<file path="config.mk">
export PLATFORM = sky130hd
export DESIGN_NAME = oclib_ready_valid_arbiter_flat
export DESIGN_NICKNAME = d
export VERILOG_FILES = /design/src/rtl/oclib_pkg.sv /design/src/rtl/oclib_ready_valid_arbiter_if.sv /design/src/rtl/oclib_rr_pick.sv /design/src/rtl/oclib_ready_valid_arbiter.sv /design/src/flat_wrapper.sv
export SDC_FILE = /design/constraint.sdc
export NUM_CORES = 1
export LEC_CHECK = 0
export ABC_AREA = 0
export CAP_MARGIN = 15
export CORE_UTILIZATION = 40
export CTS_CLUSTER_SIZE = 28
export DETAILED_ROUTE_END_ITERATION = 8
export MAX_ROUTING_LAYER = met4
export PLACE_DENSITY_LB_ADDON = 0.15
export SETUP_SLACK_MARGIN = 0.1
export SYNTH_ARGS = -nofsm -noshare
export SYNTH_HDL_FRONTEND = slang
export SYNTH_HIERARCHICAL = 1
export SYNTH_SLANG_ARGS = --single-unit
</file>
<file path="constraint.sdc">
create_clock -name clock -period 3.05 [get_ports clock]
set_clock_uncertainty 0.05 [all_clocks]
set_input_delay 0.61 -clock clock [delete_from_list [all_inputs] [get_ports clock]]
set_output_delay 0.61 -clock clock [all_outputs]
set_load 0.02 [all_outputs]
</file>
<file path="src/rtl/oclib_pkg.sv">
// rtl/oclib_pkg.sv - shared types and helpers for oclib arbiters
package oclib_pkg;

  localparam int RrMaxInputs  = 16;
  localparam int RrIndexWidth = 4;

  typedef enum logic {
    ArbIdle   = 1'b0,
    ArbLocked = 1'b1
  } arbState_t;

  typedef struct packed {
    logic                    found;
    logic [RrIndexWidth-1:0] index;
  } rrPick_t;

  // Callers zero-pad the vector to RrMaxInputs; searching modulo 16 then gives
  // the same winner as searching modulo the real requester count.
  function automatic rrPick_t RoundRobinPick(input logic [RrMaxInputs-1:0]  vector,
                                             input logic [RrIndexWidth-1:0] pointer);
    rrPick_t                 pick;
    logic [RrIndexWidth-1:0] candidate;
    pick = '0;
    for (int k = 1; k <= RrMaxInputs; k++) begin
      candidate = pointer + RrIndexWidth'(k);
      if (!pick.found && vector[candidate]) begin
        pick.found = 1'b1;
        pick.index = candidate;
      end
    end
    return pick;
  endfunction

endpackage

</file>
<file path="src/rtl/oclib_ready_valid_arbiter_if.sv">
// rtl/oclib_ready_valid_arbiter_if.sv - requester and output channels of the ready/valid arbiter
interface oclib_ready_valid_arbiter_if #(
  parameter int Inputs = 4,
  parameter int Width  = 32
);
  localparam int SourceWidth = $clog2(Inputs);

  logic [Inputs-1:0][Width-1:0] inData;
  logic [Inputs-1:0]            inLast;
  logic [Inputs-1:0]            inValid;
  logic [Inputs-1:0]            inReady;
  logic [Width-1:0]             outData;
  logic                         outLast;
  logic [SourceWidth-1:0]       outSource;
  logic                         outValid;
  logic                         outReady;

  modport master (
    output inData, inLast, inValid, outReady,
    input  inReady, outData, outLast, outSource, outValid
  );

  modport slave (
    input  inData, inLast, inValid, outReady,
    output inReady, outData, outLast, outSource, outValid
  );

endinterface

</file>
<file path="src/rtl/oclib_rr_pick.sv">
// rtl/oclib_rr_pick.sv - combinational round-robin winner search
module oclib_rr_pick
  import oclib_pkg::*;
#(
  parameter  int Inputs      = 4,
  localparam int SourceWidth = $clog2(Inputs)
) (
  input  logic [Inputs-1:0]      request,
  input  logic [SourceWidth-1:0] pointer,
  output logic [SourceWidth-1:0] index,
  output logic                   any
);

  rrPick_t pick;

  // The range guard is always true for a padded vector; it keeps every index bit live.
  always_comb begin
    pick  = RoundRobinPick(RrMaxInputs'(request), RrIndexWidth'(pointer));
    index = pick.index[SourceWidth-1:0];
    any   = pick.found && ({1'b0, pick.index} < (RrIndexWidth+1)'(Inputs));
  end

endmodule

</file>
<file path="src/rtl/oclib_ready_valid_arbiter.sv">
// rtl/oclib_ready_valid_arbiter.sv - packet-locked round-robin arbiter with 2-entry output skid
module oclib_ready_valid_arbiter
  import oclib_pkg::*;
#(
  parameter  int Inputs      = 4,
  parameter  int Width       = 32,
  parameter  bit LockOnLast  = 1'b1,
  localparam int SourceWidth = $clog2(Inputs)
) (
  input logic                          clock,
  input logic                          reset,
  oclib_ready_valid_arbiter_if.slave   bus
);

  arbState_t              state;
  arbState_t              nextState;
  logic [SourceWidth-1:0] grant;
  logic [SourceWidth-1:0] rrPointer;
  logic [SourceWidth-1:0] pickIndex;
  logic                   pickAny;
  logic [Inputs-1:0]      inReadyInt;
  logic                   beatAccepted;
  logic                   beatLast;

  logic                   firstValid;
  logic [Width-1:0]       firstData;
  logic                   firstLast;
  logic [SourceWidth-1:0] firstSource;
  logic                   secondValid;
  logic [Width-1:0]       secondData;
  logic                   secondLast;
  logic [SourceWidth-1:0] secondSource;

  oclib_rr_pick #(.Inputs(Inputs)) rrPick (
    .request (bus.inValid),
    .pointer (rrPointer),
    .index   (pickIndex),
    .any     (pickAny)
  );

  assign beatAccepted = bus.inValid[grant] && inReadyInt[grant];
  assign beatLast     = LockOnLast ? bus.inLast[grant] : 1'b1;

  always_ff @(posedge clock or negedge reset) begin
    if (!reset) begin
      state     <= ArbIdle;
      grant     <= '0;
      rrPointer <= SourceWidth'(Inputs - 1);
    end else begin
      state <= nextState;
      if (state == ArbIdle && pickAny) begin
        grant <= pickIndex;
      end
      if (state == ArbLocked && beatAccepted && beatLast) begin
        rrPointer <= grant;
      end
    end
  end

  always_comb begin
    nextState = state;
    case (state)
      ArbIdle:   if (pickAny) nextState = ArbLocked;
      ArbLocked: if (beatAccepted && beatLast) nextState = ArbIdle;
      default:   nextState = ArbIdle;
    endcase
  end

  // Ready comes only from flops so upstream never sees a valid-to-ready path.
  always_comb begin
    inReadyInt = '0;
    if (state == ArbLocked) begin
      inReadyInt[grant] = ~secondValid;
    end
  end

  assign bus.inReady = inReadyInt;

  always_ff @(posedge clock or negedge reset) begin
    if (!reset) begin
      firstValid   <= 1'b0;
      firstData    <= '0;
      firstLast    <= 1'b0;
      firstSource  <= '0;
      secondValid  <= 1'b0;
      secondData   <= '0;
      secondLast   <= 1'b0;
      secondSource <= '0;
    end else begin
      if (!secondValid) begin
        firstValid  <= beatAccepted;
        firstData   <= bus.inData[grant];
        firstLast   <= beatLast;
        firstSource <= grant;
      end
      if (!secondValid && !bus.outReady) begin
        secondValid  <= firstValid;
        secondData   <= firstData;
        secondLast   <= firstLast;
        secondSource <= firstSource;
      end else if (bus.outReady) begin
        secondValid <= 1'b0;
      end
    end
  end

  assign bus.outValid  = firstValid | secondValid;
  assign bus.outData   = secondValid ? secondData   : firstData;
  assign bus.outLast   = secondValid ? secondLast   : firstLast;
  assign bus.outSource = secondValid ? secondSource : firstSource;

endmodule

</file>
<file path="src/flat_wrapper.sv">
// flat-port wrapper written by rule: the top's interface ports become plain ports
module oclib_ready_valid_arbiter_flat import oclib_pkg::*;
#(
  parameter  int Inputs      = 4,
  parameter  int Width       = 32,
  parameter  bit LockOnLast  = 1'b1,
  localparam int SourceWidth = $clog2(Inputs)
)
  (clock, reset, bus_inData, bus_inLast, bus_inValid, bus_outReady, bus_inReady, bus_outData, bus_outLast, bus_outSource, bus_outValid);
  oclib_ready_valid_arbiter_if #(.Inputs(Inputs), .Width(Width)) bus_i ();
  input logic clock;
  input logic reset;
  input wire logic [$bits(bus_i.inData)-1:0] bus_inData;
  input wire logic [$bits(bus_i.inLast)-1:0] bus_inLast;
  input wire logic [$bits(bus_i.inValid)-1:0] bus_inValid;
  input wire logic [$bits(bus_i.outReady)-1:0] bus_outReady;
  output wire logic [$bits(bus_i.inReady)-1:0] bus_inReady;
  output wire logic [$bits(bus_i.outData)-1:0] bus_outData;
  output wire logic [$bits(bus_i.outLast)-1:0] bus_outLast;
  output wire logic [$bits(bus_i.outSource)-1:0] bus_outSource;
  output wire logic [$bits(bus_i.outValid)-1:0] bus_outValid;
  assign bus_i.inData = bus_inData;
  assign bus_i.inLast = bus_inLast;
  assign bus_i.inValid = bus_inValid;
  assign bus_i.outReady = bus_outReady;
  assign bus_inReady = bus_i.inReady;
  assign bus_outData = bus_i.outData;
  assign bus_outLast = bus_i.outLast;
  assign bus_outSource = bus_i.outSource;
  assign bus_outValid = bus_i.outValid;
  oclib_ready_valid_arbiter #(.Inputs(Inputs), .Width(Width), .LockOnLast(LockOnLast)) u_core (.clock(clock), .reset(reset), .bus(bus_i));
endmodule
</file>
==> flow_summary.toml <==
[synth]
synth-simple-area-share_pct = 3.90
ys_warn_count = 6
async_flop_share_pct = 100
ys_ff_latch = 77
synth_top_family_by_area = "multiplexers"
synth_top_area_share_pct = 41.5
syn_area_um2 = 4520
synthFlopType = "dfrtp_1"
syn_area_per_cell_um2 = 14.8
synth-xor-area-share_pct = 0
synthMuxAreaShare_pct = 46.9
synth-edff-count = 0
synthAdderAreaFrac_pct = 0.553
synth_common_cells = "mux2_2 (109), dfrtp_1 (75), mux4_2 (32), buf_2 (11)"
yosysSeqAreaShare_pct = 42.6
synth_top_cell_by_area = "dfrtp_1"
synth_compound_area_share_pct = 2.38
synth.most_common_cell = "mux2_2"
netlist_instances = 305
synth_cell_types = 37
synthTopCellsByArea = "dfrtp_1 (41%), mux2_2 (27%), mux4_2 (16%)"
synth_fp_nets = 446

[worst_setup_path]
crit_fanout = 19
cpLargestDelayFamily = "buffers and inverters"
r2r_cells = 7
critPathSlowestCell = "clkdlybuf4s50_1"
r2r_slack_ns = 0.30
cpPeakStageDelay_ns = 0.67
startpoint_type = "register"
worstPathArrival_ns = 2.16
required_ns = 2.39
reg2reg_to = "u_core/grant[1]"
crit_type = "reg -> out"
crit_path_end_kind = "output pin"
crit_chain = "buf_8, nor4b_1, clkdlybuf4s50_1"
cp_num_buf_inv = 2
startpoint = "u_core/secondValid"
r2r-start = "u_core/rrPointer[0]"

[die]
start_util_pct = 41.4
fp.coreArea_um2 = 10900
rows = 38
ios = 179
die_area_um2 = 11700
die_h_um = 108
die_x_um = 108

[global_routing]
gr-total-overflow = 0
grt_max_degree = 78
antenna_found_initial = 0
track_usage_pct = 19.1
grt_pass1_vias = 3448
grt_pass1_wl_um = 16600

[routing]
postRouteAntennaNets = 0
drc_errors = 0
totalWireLength_um = 10400
dr.first_iter.drc_count = 80
viasPerCell = 5.25
vias = 3302
wire_per_inst_um = 16.5
firstDrtPassIters = 4

[placement]
dp_hpwl_um = 7670
numPortBuffers = 178
place_ws_ns = 0.105
dpl.cell_count = 612
gp_congestion = 0.859

[clocking]
hold_buffers = 0
clockRootBuffer = "clkbuf_16"
cts.sinks = 77
post_cts_resized = 0
post_cts_buffers = 0
clockBufferDepth = 2
tritoncts = "done"
htreeDepth = 3
insertion_delay_ns = 0.33
cts_buffers = 9
cts.clk_slew.worst_paths_ns = 0.06

[power_and_ir_drop]
intPower_uw = 4510
sw_frac_of_total_pct = 34.1
switching_power_uw = 2340
clockPowerShare_pct = 16.4
power_frac_seq_pct = 29.0
p_per_area_nw_per_um2 = 1010
leakagePower_uw = 0.00265
comb_power_share_pct = 54.7
vdd_ir_drop_max_mv = 0.724

[sta]
finalCritPeriodShare_pct = 92.4
worst_pin_slew_ns = 0.966
period_needed_ns = 2.82
max_freq_ghz = 0.355
finalMaxSlewViolations = 0
hold_viol = 0
setup_viol = 0
slew_headroom_pct = 35.6
rsz0062_at_grt = "yes"
timing.hold.ws_ns = 0.392
setup_tns_ns = 0
setup_slack_ns = 0.231

[cells_and_area]
n_antenna_cell = 0
layoutNonFillerInstCount = 629
fin_nets = 625
fillers = 899
multi_input_area_um2 = 2440
register_area_um2 = 1940
syn_to_final_growth_pct = 50.2
post_route_cells_drive_above_1_share_pct = 36.6

[flow_run]
drv_cap = 0

[status]
status = "finished, final reports clean"

[worst_hold_path]
hold_path_class = "in -> async"
worst max-delay path by stage:
stage / end / cells past startpoint / slack [ns]
after global routing: bus_inReady[0] / 3 / 0.08
after global placement: u_core/grant[0] / 6 / 0.18
after floorplan: u_core/grant[0] / 9 / 0.16
after CTS: bus_outData[16] / 3 / 0.14
final: bus_inReady[0] / 3 / 0.23
after detailed placement: u_core/grant[0] / 6 / 0.11
layout by cell type, fill, tap and decap left out, types with 3 or more instances in the layout:
cell type,n
mux4_1,4
buf_4,12
nor2b_1,5
mux2i_1,7
dfrtp_1,72
clkbuf_16,9
mux2_2,109
nand2_1,7
mux4_2,32
clkinvlp_4,3
nor2_1,3
o22ai_1,4
a21oi_1,5
inv_1,3
clkdlybuf4s50_1,177
sequential cells by signal, indices dropped and copies added, names as in the netlist:
name and flops:
u_core/secondData 32, u_core/state 1, u_core/firstSource 2, u_core/firstData 32, u_core/secondValid 1, u_core/secondLast 1
u_core/firstValid 1, u_core/rrPointer 2, u_core/grant 2, u_core/secondSource 2, u_core/firstLast 1
cell families (layout without fill, tap and decap cells):
family / Yosys count / after routing
adders and majority gates: 2 / 2
muxes: 152 / 152
AOI/OAI and AO/OA: 17 / 17
buffers and inverters: 27 / 211
and+or+nand+nor: 30 / 30
DFF: 77 / 77
area by class of cell:
| type | instances | area share (%) |
|---|---|---|
| Clock buffer | 10 | 3.37 |
| Clock inverter | 6 | 1.29 |
| Inverter | 3 | 0.166 |
| Multi-Input combinational cell | 201 | 35.9 |
| Sequential cell | 77 | 28.5 |
| Tap cell | 140 | 2.58 |
| Timing Repair Buffer | 192 | 28.2 |
power groups by stage:
stage	Combinational [uW]	Sequential [uW]	Clock, uW
after global placement	3700	1980	0
final	3740	1980	1120
after global routing	4030	2070	1180
after detailed placement	3750	2030	0
after CTS	3760	2010	1150
after floorplan	2690	1790	0
metal layers:
layer / wire, um / vias to the layer above / global-route usage (%)
met5: 0 / - / -
met4: 110 / 0 / 5.21
met3: 628 / 8 / 4.10
met2: 5410 / 103 / 33.0
met1: 4200 / 1655 / 22.4
li1: - / 1536 / -
metrics by stage:
stage / instance area (um2) / power, uW / util [%]
3_5_place_dp: 6460 / 5770 / 59.1
5_1_grt: 6800 / 7290 / 62.1
3_3_place_gp: 6460 / 5680 / 59.1
4_1_cts: 6780 / 6920 / 62.0
2_1_floorplan: 4520 / 4470 / -
6_report: 6800 / 6840 / 62.1
No activity file was read; power rests on OpenSTA's default activity.
